**src/rtl/siso_frame_tx.sv**
```systemverilog
// siso_frame_tx: parallel-to-serial frame transmitter feeding a SISO chain.
// Frame on so: start bit (1), WIDTH data bits MSB first, optional even
// parity bit, stop bit (0). The line idles at 0.
// Optional feature macro: SISO_FRAME_TX_PARITY_EN (adds the parity bit).
module siso_frame_tx #(
  parameter int WIDTH = 8
) (
  input  logic             clk,
  input  logic             reset,
  input  logic [WIDTH-1:0] din,
  input  logic             din_valid,
  output logic             din_ready,
  output logic             so,
  output logic             busy,
  output logic             frame_done
);

  localparam int CW = (WIDTH > 1) ? $clog2(WIDTH) : 1;
  localparam logic [CW-1:0] LAST_BIT = CW'(WIDTH - 1);

  typedef enum logic [2:0] {
    S_IDLE,
    S_START,
    S_DATA,
`ifdef SISO_FRAME_TX_PARITY_EN
    S_PARITY,
`endif
    S_STOP
  } state_t;

  state_t           r_state, w_state_next;
  logic [WIDTH-1:0] r_shift, w_shift_next;
  logic [CW-1:0]    r_cnt, w_cnt_next;
  logic             r_so, w_so_next;
  logic             r_busy, w_busy_next;
  logic             r_done, w_done_next;
  logic             w_accept;
`ifdef SISO_FRAME_TX_PARITY_EN
  logic             r_par, w_par_next;
`endif

  // A new word is only taken while idle or in the stop-bit cycle.
  assign din_ready  = (r_state == S_IDLE) || (r_state == S_STOP);
  assign w_accept   = din_valid && din_ready;
  assign so         = r_so;
  assign busy       = r_busy;
  assign frame_done = r_done;

  // State and registered outputs; reset discards any partial frame.
  always_ff @(posedge clk or negedge reset) begin
    if (!reset) begin
      r_state <= S_IDLE;
      r_shift <= '0;
      r_cnt   <= '0;
      r_so    <= 1'b0;
      r_busy  <= 1'b0;
      r_done  <= 1'b0;
`ifdef SISO_FRAME_TX_PARITY_EN
      r_par   <= 1'b0;
`endif
    end else begin
      r_state <= w_state_next;
      r_shift <= w_shift_next;
      r_cnt   <= w_cnt_next;
      r_so    <= w_so_next;
      r_busy  <= w_busy_next;
      r_done  <= w_done_next;
`ifdef SISO_FRAME_TX_PARITY_EN
      r_par   <= w_par_next;
`endif
    end
  end

  // Next-state logic; so/frame_done are computed one cycle ahead so the
  // registered outputs line up with the state they belong to.
  always_comb begin
    w_state_next = r_state;
    w_shift_next = r_shift;
    w_cnt_next   = r_cnt;
    w_so_next    = r_so;
    w_done_next  = 1'b0;
`ifdef SISO_FRAME_TX_PARITY_EN
    w_par_next   = r_par;
`endif
    case (r_state)
      S_IDLE, S_STOP: begin
        if (w_accept) begin
          w_shift_next = din;
          w_cnt_next   = '0;
          w_so_next    = 1'b1;
          w_state_next = S_START;
`ifdef SISO_FRAME_TX_PARITY_EN
          w_par_next   = ^din;
`endif
        end else begin
          w_so_next    = 1'b0;
          w_state_next = S_IDLE;
        end
      end
      S_START: begin
        w_so_next    = r_shift[WIDTH-1];
        w_state_next = S_DATA;
      end
      S_DATA: begin
        w_shift_next = r_shift << 1;
        w_cnt_next   = r_cnt + 1'b1;
        w_so_next    = r_shift[WIDTH-2];
        if (r_cnt == LAST_BIT) begin
          w_cnt_next   = '0;
`ifdef SISO_FRAME_TX_PARITY_EN
          w_so_next    = r_par;
          w_state_next = S_PARITY;
`else
          w_so_next    = 1'b0;
          w_done_next  = 1'b1;
          w_state_next = S_STOP;
`endif
        end
      end
`ifdef SISO_FRAME_TX_PARITY_EN
      S_PARITY: begin
        w_so_next    = 1'b0;
        w_done_next  = 1'b1;
        w_state_next = S_STOP;
      end
`endif
      default: begin
        w_so_next    = 1'b0;
        w_state_next = S_IDLE;
      end
    endcase
    w_busy_next = (w_state_next != S_IDLE);
  end

endmodule

```
**config.mk**
```make
export PLATFORM = sky130hd
export DESIGN_NAME = siso_frame_tx
export DESIGN_NICKNAME = d
export VERILOG_FILES = /design/src/rtl/siso_frame_tx.sv
export SDC_FILE = /design/constraint.sdc
export NUM_CORES = 1
export LEC_CHECK = 0
export BUFFER_PORTS_ARGS = -buffer_cell sky130_fd_sc_hd__clkbuf_2
export CAP_MARGIN = 20
export CORE_MARGIN = 2
export CORE_UTILIZATION = 50
export CTS_CLUSTER_SIZE = 8
export DETAILED_ROUTE_END_ITERATION = 7
export PLACE_DENSITY = 0.78
export SLEW_MARGIN = 25
export SYNTH_ARGS = -nofsm -noshare
export SYNTH_HDL_FRONTEND = slang
export SYNTH_SLANG_ARGS = --single-unit
```
**constraint.sdc**
```tcl
create_clock -name clk -period 1.4 [get_ports clk]
set_input_delay 0.07 -clock clk [delete_from_list [all_inputs] [get_ports clk]]
set_output_delay 0.07 -clock clk [all_outputs]
set_load 0.02 [all_outputs]
```
Word-level counts from Yosys, hierarchy flattened --
Cells that the tools add are included.
Storage, ports and cells: logic and storage cells 32, output and inout bits 4, memories kept 0, memory bits (writable) 0, register bits after elaboration 17, latch bits 0, ROM bits 0
Cells by class: eq/ne operators 5, bitwise operators 0, muxes and demuxes 13, div/mod/pow operators 0, add/subtract/negate cells 1, reduce and logical (&&, ||, !) cells 7, shift operators 0, multipliers 0, order comparisons 0
Operators by type and width (count):
- 8-bit one-hot mux with 2 select lines | 1
- 3-bit 2-to-1 mux | 3
- 3-bit one-hot mux with 3 select lines | 1
- 8-bit 2-to-1 mux | 1
- 3-bit by 2-bit == test with 1-bit output (second input constant) | 2
- 3-bit one-hot mux with 2 select lines | 1
- 1-bit 2-to-1 mux | 5
- 3-bit by 1-bit adder with 3-bit output (second input constant) | 1
- 3-bit by 1-bit == test with 1-bit output (second input constant) | 1
- 3-bit == test (second input constant) | 1
- 3-bit logical NOT | 1
- 1-bit one-hot mux with 3 select lines | 1
- 3-bit nonzero test | 1
- 2-bit != test (second input constant) | 1
- 2-bit AND reduction | 1
- 2-bit nonzero test | 1
- 2-bit OR reduction | 1
- 1-bit logical AND | 1
- 1-bit logical OR | 1

Logic depth before layout (Yosys ltp) --
Gate-level depths: netlist (run 1).
word-level depth 6, depth in mapped cells 4

Least setup slack after synthesis (run 1) --
No wires, ideal clock.
kind reg2reg, start register r_state[0], end register r_cnt[0], library setup time 120 ps, data arrival time 1175 ps, setup slack 106 ps, cell stages (with the launch flop) 4, cells stage by stage dfrtp_1 or3b_1 buf_6 a31o_1
Between the ends: longest elaborated chain between the ends 5, elaborated cells on any way between the ends 10
Ends and longest elaborated chain:
- start: declaration | line 31 | state_t r_state, w_state_next;
- start signal: assignment | line 62 | r_state <= w_state_next;
- 3-bit by 2-bit == test with 1-bit output / 3-bit logical NOT (equally long branches) | line 43, 85
- 1-bit logical OR | line 43 | assign din_ready = (r_state == S_IDLE) || (r_state == S_STOP);
- 1-bit logical AND | line 44 | assign w_accept = din_valid && din_ready;
- 2-bit != test (no source line)
- 2-bit AND reduction (no source line)
- end signal: assignment | line 64 | r_cnt <= w_cnt_next;
- end: declaration | line 33 | logic [CW-1:0] r_cnt, w_cnt_next;
Parallel ways exist; a longest one is shown, timed or not. A chain may end at the register's enable or synchronous reset.

Worst setup path after layout (run 1) --
start register r_state[0], end output port din_ready
Between the ends: longest elaborated chain between the ends 2, elaborated cells on any way between the ends 3
Ends and longest elaborated chain:
- 3-bit by 2-bit == test with 1-bit output / 3-bit logical NOT (equally long branches) | line 43
- 1-bit logical OR * | line 43
- end: declaration | line 12 | output logic din_ready,
Mark *: on every way between the ends. The rest lies on a longest branch, timed or not.

==> results of run 1 <==
==> where the power goes <==
group	internal [W]	switching (W)
Clock	0.000111	0.000144
Sequential	0.000592	0.0000711
Combinational	0.000168	0.000157
Total	0.000871	0.000372
==> tightest hold or removal path: cells and delay by family <==
kind                   cells  cell delay [ps]
and+or+nand+nor            2              120
buffers and inverters      1               80
==> worst max-delay path by stage <==
stage	from	to	slack (ps)	cells past startpoint
2_1_floorplan	r_state[0]	r_cnt[0]	110	3
3_3_place_gp	r_state[0]	r_cnt[0]	30	2
3_5_place_dp	r_state[0]	r_shift[5]	4	3
4_1_cts	r_state[0]	r_shift[5]	9	3
5_1_grt	r_state[0]	din_ready	-3	4
6_report	r_state[0]	din_ready	40	4
==> routing by layer <==
layer	part of all wire	vias up	track usage
met1	0.44	334	0.265
met3	0.033	4	0.0245
met2	0.51	16	0.321
met4	0.017	0	0.109
li1	-	335	-
met5	0	-	0
==> cell families after synthesis <==
logic type | synth area share
AND/OR/NAND/NOR | 0.254
flip-flops | 0.530
AO/OA/AOI/OAI | 0.109
buffers and inverters | 0.0405
XOR/XNOR | 0.0312
adder cells (fa/ha/maj) | 0.0311
other | 0.00467
==> state kept, by name, summed over array words and instances (netlist names) <==
name        cells
r_cnt           3
so              1
r_shift         8
busy            1
frame_done      1
r_state         3
==> cell type report <==
| cell class | instances | area share |
|---|---|---|
| clock buffer | 4 | 0.0259 |
| multi-input combinational | 59 | 0.360 |
| sequential | 17 | 0.422 |
| timing repair buffer | 27 | 0.172 |
| tap | 16 | 0.0197 |
==> through the flow <==
stage | setup WS (ps) | utilization | cell area (um2)
final | 44.1 | 0.674 | 1020
after global routing | -2.92 | 0.674 | 1020
after floorplan | 106 | - | 803
after global placement | 34.4 | 0.611 | 921
after detailed placement | 3.89 | 0.611 | 921
after CTS | 8.71 | 0.654 | 985
==> cell usage in the layout (no fill, tap or decap) <==
cell	instances
sky130_fd_sc_hd__nand2_1	11
sky130_fd_sc_hd__a21oi_1	1
sky130_fd_sc_hd__conb_1	1
sky130_fd_sc_hd__dlygate4sd3_1	2
sky130_fd_sc_hd__clkbuf_1	1
sky130_fd_sc_hd__clkbuf_4	3
sky130_fd_sc_hd__nor2b_1	1
sky130_fd_sc_hd__o21ai_0	3
sky130_fd_sc_hd__nor2_2	1
sky130_fd_sc_hd__nand3_1	15
sky130_fd_sc_hd__clkbuf_2	13
sky130_fd_sc_hd__dfrtp_1	14
sky130_fd_sc_hd__or3b_4	1
sky130_fd_sc_hd__nor3b_2	1
sky130_fd_sc_hd__nor2_1	4
sky130_fd_sc_hd__xor2_2	1
sky130_fd_sc_hd__and2_1	1
sky130_fd_sc_hd__xnor2_2	1
sky130_fd_sc_hd__buf_4	12
sky130_fd_sc_hd__or2_2	1
sky130_fd_sc_hd__nand3b_1	3
sky130_fd_sc_hd__ha_2	1
sky130_fd_sc_hd__a31o_1	1
sky130_fd_sc_hd__a31oi_1	1
sky130_fd_sc_hd__dfrtp_2	3
sky130_fd_sc_hd__nor3_1	1
sky130_fd_sc_hd__ha_1	1
sky130_fd_sc_hd__o211ai_1	7
sky130_fd_sc_hd__nand2b_1	1
==> timing repair <==
item                       CTS  global route
hold endpoints to repair    18             0
hold buffers                 2             0
pin swaps                    1             1
setup endpoints to repair    3            12
buffers inserted             2             1
resized for setup            2             8
==> results summary, run 1 <==
The number of synthesis warnings came out at 0. Across all hold checks on the routed design, the worst slack comes to 17.0 ps. After the last flow step, the layout net total stands at 121. The DRC marker count from the first detailed-route iteration is 24. The post-CTS clock slew at the launch and capture registers of the worst setup and hold paths is 90 ps. The clock tree from TritonCTS is done. The detailed-routing iteration count for the pre-antenna-repair pass came out at 4. The average via count per standard cell came out at 5.60. The residual overflow from global routing is 0. The critical-path cell with the highest stage delay is sky130_fd_sc_hd__dfrtp_2. On the final layout, the worst clock skew is 1.31 ps. The accumulated negative setup slack is 0 ps. For this run, asynchronously set or reset flops after synthesis account for 1.00. The post-detailed-route wirelength per cell came out at 13.4 um. The fmax is 0.737 GHz. The effective utilization at floorplan came out at 0.533. The maximum fanout along the worst path came out at 5. The cell depth of the worst flop-to-flop path is 4. The final hold violation count came to 0.

The delay of the slowest cell on the worst path came out at 470 ps. The detailed-route wire length is 1640 um. The type of the most critical hold path is primary input to flop.

The I/O pin count came out at 15. The number of standard cells in the final layout excluding fillers is 123. The storage element area is 429 um2. Setup repair after global routing could not meet its margin everywhere. The capture endpoint of the worst hold path is r_shift[2]. The area of the core came out at 1510 um2.

Summed over all cells, the static leakage comes to 0.483 nW. The total routing usage reported by global routing came out at 0.200. The number of different library cells used by synthesis comes to 25. The max-slew violation total from the final report came out at 0. The area fraction of the dominant cell type after synthesis came out at 0.530.

The most frequently used cell type in the post-synthesis netlist is sky130_fd_sc_hd__dfrtp_1. The detailed-route via count came out at 689. The CTS sink count is 17. IR analysis of the VDD net gives a maximum drop of 0.828 mV. STA classifies the critical path startpoint as a flop. The dominant cell type by area after synthesis is sky130_fd_sc_hd__dfrtp_1. The cell count after synthesis is 81.

The number of buffers added by the clock tree synthesis step is 3. Counting the fill cells in the layout gives 130. The data arrival time of the critical path came out at 1290 ps. The count of unresolved DRC violations after routing came out at 0. The most numerous cell type found on the critical path is sky130_fd_sc_hd__buf_4. The total of endpoints with negative setup slack in the final report came out at 0.

The minimum clock period came out at 1360 ps. Sorting the synthesized cells by area gives the leading types as sky130_fd_sc_hd__dfrtp_1, sky130_fd_sc_hd__nand3_1, sky130_fd_sc_hd__o211ai_1, sky130_fd_sc_hd__nand2_1, sky130_fd_sc_hd__ha_1. The flow ran to the end, and the final reports show no timing, DRC or antenna violations. The max-cap violation count is 0. The row count came out at 14. The hold path depth came out at 3. The number of flops mapped to enable cells by yosys came out at 0.

The floorplan step set the die width to 44.1 um. The signal on the critical path passes through xor2_2 -> buf_4 -> nor2_2 -> buf_4. The cell area after synthesis is 803 um2. The number of routed nets with antenna violations is 0. The worst register-to-register path begins at r_cnt[0]. The initial antenna violation count was 0. Compared with the post-synthesis result, the final layout area differs by 26.5%.

The worst register-to-register path has a setup slack of 50 ps. The post-route clock period utilization is 0.969. The antenna diode count came out at 0. In this run, synthesis produced a sequential element count of 17. Overall power consumption after layout is estimated at 0.00124 W. The launch point of the worst hold path is din[2]. The multi-input combinational cell area is 365 um2.

The height of the die came out at 44.1 um. Dividing the synthesized area by the synthesized cell count gives 9.92 um2. The number of buffers on the longest clock path came out at 2. For the worst setup path, the data required time is 1330 ps. CTS placed an instance of sky130_fd_sc_hd__clkbuf_4 at the clock tree root. Together, buffers and inverters on the worst path number 2.

Among cell families on the critical path, the largest total delay comes from flip-flops. The worst register-to-register path ends at r_state[0]. The critical path in this run is classified as flop to primary output. The total of buffers placed on input and output ports came out at 14. The total power per unit cell area came out at 1220 nW/um2. Ranked by instance count, the synthesized netlist is headed by sky130_fd_sc_hd__dfrtp_1, sky130_fd_sc_hd__nand3_1, sky130_fd_sc_hd__nand2_1, sky130_fd_sc_hd__o211ai_1, sky130_fd_sc_hd__nor2_1. The HPWL after detailed placement is 1170 um. The synthesized netlist net count is 94. The maximum number of pins on one net before global-route repair came out at 18. In this run, placement finished with an instance count of 114. The weighted congestion reported at the end of routability-driven placement came out at 0.758. The via count of the first global-routing pass is 604. The floorplan die area is 1940 um2.

STA classifies the critical path endpoint as a primary output. Clock latency on the worst-skew pair, taken at its later pin, is 280 ps. The wire length of the first global-routing pass is 2750 um. The fraction of layout cells with a size suffix above 1 came out at 0.355. Among all flip-flop cells after synthesis, the most frequent one is sky130_fd_sc_hd__dfrtp_1. The number of H-tree levels came out at 1. The share of the Yosys chip area taken by registers is 0.530.
(Power assumes the default switching activity.)
==> run 2: changes to the inputs <==
==> constraint.sdc (replaced) <==
create_clock -name clk -period 1.7 [get_ports clk]
set_input_delay 0.085 -clock clk [delete_from_list [all_inputs] [get_ports clk]]
set_output_delay 0.085 -clock clk [all_outputs]
set_load 0.02 [all_outputs]
==> run 2 against run 1 <==
Against the previous run: routed wire length down 5.8%; clock skew up 1.5 ps; hold slack improved by 4.9 ps; critical endpoint unchanged; largest cell class unchanged; utilization fell by 5.9 points; sequential cell count unchanged.
==> results summary, run 2 (same netlist as run 1, synthesis figures left out) <==
The type of the most critical hold path is primary input to flop (unchanged). The post-CTS clock slew at the launch and capture registers of the worst setup and hold paths was 90 ps (about the same). The initial antenna violation count is 0 (unchanged). The floorplan die area came to 1940 um2 (unchanged). The row count came out at 14 (unchanged). The CTS sink count is 17 (unchanged). The maximum fanout along the worst path is 10 (was 5). The multi-input combinational cell area is 345 um2 (was 365 um2).

The number of buffers added to fix hold violations after cts came out at 1 (was 2). The number of flip-flops under the largest register name is 8 (unchanged). The count of unresolved DRC violations after routing came out at 0 (unchanged). In this run the tightest slew margin relative to its limit is 0.665. The post-detailed-route wirelength per cell is 13.5 um (was 13.4 um). The minimum clock period came out at 1460 ps. The effective utilization at floorplan is 0.533 (unchanged). The fraction of layout cells with a size suffix above 1 came to 0.232 (was 0.355). The data required time of the worst path came out at 1620 ps (was 1330 ps).

The max-slew violation total from the final report was 0 (unchanged). The storage element area is 425 um2 (was 429 um2). The chip width is 44.1 um (unchanged). The kind of end point of the critical path is a primary output (unchanged).

The total of buffers placed on input and output ports is 14 (unchanged). The accumulated negative setup slack is 0 ps (unchanged). The area of the core came out at 1510 um2 (unchanged). Result of the run: finished clean (unchanged). The number of post-CTS setup repair buffers is 0 (was 2). The leading cell type in the layout, fill and taps excluded is sky130_fd_sc_hd__dfrtp_1 (was sky130_fd_sc_hd__nand3_1).

The antenna diode count is 0 (unchanged). The residual overflow from global routing came out at 0 (unchanged). The root buffer cell is sky130_fd_sc_hd__clkbuf_4 (unchanged). The register ranked first by flip-flop count is r_shift (unchanged). The number of routed nets with antenna violations came out at 0 (unchanged). The reported leakage power is 0.446 nW (was 0.483 nW). The maximum number of pins on one net before global-route repair is 18 (unchanged). The weighted congestion reported at the end of routability-driven placement is 0.763 (was 0.758). Top library cells by usage in the layout, fill and taps aside: sky130_fd_sc_hd__dfrtp_1, sky130_fd_sc_hd__nand3_1, sky130_fd_sc_hd__clkbuf_2, sky130_fd_sc_hd__nand2_1, sky130_fd_sc_hd__o211ai_1 (was sky130_fd_sc_hd__nand3_1, sky130_fd_sc_hd__dfrtp_1, sky130_fd_sc_hd__clkbuf_2, sky130_fd_sc_hd__buf_4, sky130_fd_sc_hd__nand2_1). The post-route clock skew was 2.78 ps (was 1.31 ps). The category of the critical setup timing path is flop to primary output (unchanged). The startpoint type of the worst setup path is a flop (unchanged). The number of buffers on the longest clock path came out at 2 (unchanged). The final hold violation count came out at 0 (unchanged). The total routing usage reported by global routing is 0.177 (was 0.200). The worst ir drop on vdd is 0.528 mV (was 0.828 mV). The total non-filler cell area in the finished layout is 927 um2 (was 1020 um2). The total of endpoints with negative setup slack in the final report came to 0 (unchanged).

The filler cell count in the final layout is 131 (was 130). The detailed-route via count came out at 656 (was 689). The post-route clock period utilization came out at 0.859. The height of the die came out at 44.1 um (unchanged).

The number of buffers added by the clock tree synthesis step came out at 3 (unchanged). The via count of the first global-routing pass is 558 (was 604). The clock tree from TritonCTS is done (unchanged). The data arrival time of the critical path is 1380 ps (was 1290 ps). Regs by FF count: r_shift: 8 flops, r_cnt: 3 flops, r_state: 3 flops (unchanged). The detailed-routing iteration count for the pre-antenna-repair pass came out at 4 (unchanged). The number of H-tree levels came to 1 (unchanged). The detailed-route wire length is 1550 um (was 1640 um). The slew at the pin closest to its max-slew limit is 501 ps.

The fmax came out at 0.685 GHz. The detailed-placement wirelength estimate is 1110 um (was 1170 um). The wire length of the first global-routing pass is 2580 um (was 2750 um). The max-cap violation count is 0 (unchanged). The average via count per standard cell came out at 5.70 (was 5.60).

The total power per unit cell area is 1050 nW/um2 (was 1220 nW/um2). The post-detailed-placement cell area is 891 um2 (was 921 um2). The I/O pin count is 15 (unchanged). The post-cts gate resize count came out at 0 (was 2). The insertion delay to the later sink of the worst-skew pair came to 280 ps (about the same). The post-layout net count was 113 (was 121). The DRC marker count from the first detailed-route iteration was 18 (was 24).

The area overhead of the layout relative to synthesis came out at 15.4% (was 26.5%). Setup repair after global routing missed its margin: no (was yes).
-- run 2: worst max-delay path, stage by stage (launching register included) --
cell and delay, ps:
sky130_fd_sc_hd__dfrtp_1 450, sky130_fd_sc_hd__xor2_1 240, sky130_fd_sc_hd__buf_4 210, sky130_fd_sc_hd__nor2_1 50
sky130_fd_sc_hd__clkbuf_2 150
-- run 2: area by class of cell --
class / count / area share
well taps: 16 / 0.0216
multi-input cells: 59 / 0.372
repair buffers: 19 / 0.119
clock buffers: 4 / 0.0283
flip-flops and latches: 17 / 0.459
-- run 2: path summary, 6_finish.rpt --
kind	startpoint	cells past startpoint	slack, ps	end
max in group asynchronous	reset	2	1150	r_state[0]
worst min register to register	r_shift[0]	2	490	r_shift[1]
worst min-delay path	din[0]	3	20	r_shift[0]
worst max-delay path	r_state[0]	4	240	din_ready
min in group asynchronous	reset	2	260	r_cnt[1]
worst max register to register	r_state[0]	3	270	r_shift[7]
-- run 2: metrics by stage --
| step | setup slack [ps] | total power [W] | hold slack, ps | std cells | util |
|---|---|---|---|---|---|
| floorplan | 406 | 0.000696 | -211 | 81 | - |
| global placement | 326 | 0.000762 | 40.0 | 110 | 0.591 |
| detailed placement | 295 | 0.000775 | 41.5 | 110 | 0.591 |
| CTS | 229 | 0.000983 | 24.0 | 115 | 0.615 |
| global route | 155 | 0.00104 | 48.1 | 115 | 0.615 |
| finish | 239 | 0.000976 | 22.0 | 115 | 0.615 |
-- run 2: where the power goes --
part           switching, W  leakage, nW  total (W)  internal [W]
Combinational      0.000119        0.213   0.000223      0.000104
Clock              0.000119       0.0150   0.000210     0.0000908
Sequential        0.0000575        0.218   0.000544      0.000486
-- run 2: per-layer routing --
layer / GRT usage / up-vias / wire [um]
met4: 0.0364 / 0 / 14
met5: 0 / - / 0
li1: - / 319 / -
met2: 0.285 / 21 / 771
met1: 0.257 / 312 / 701
met3: 0.0245 / 4 / 60
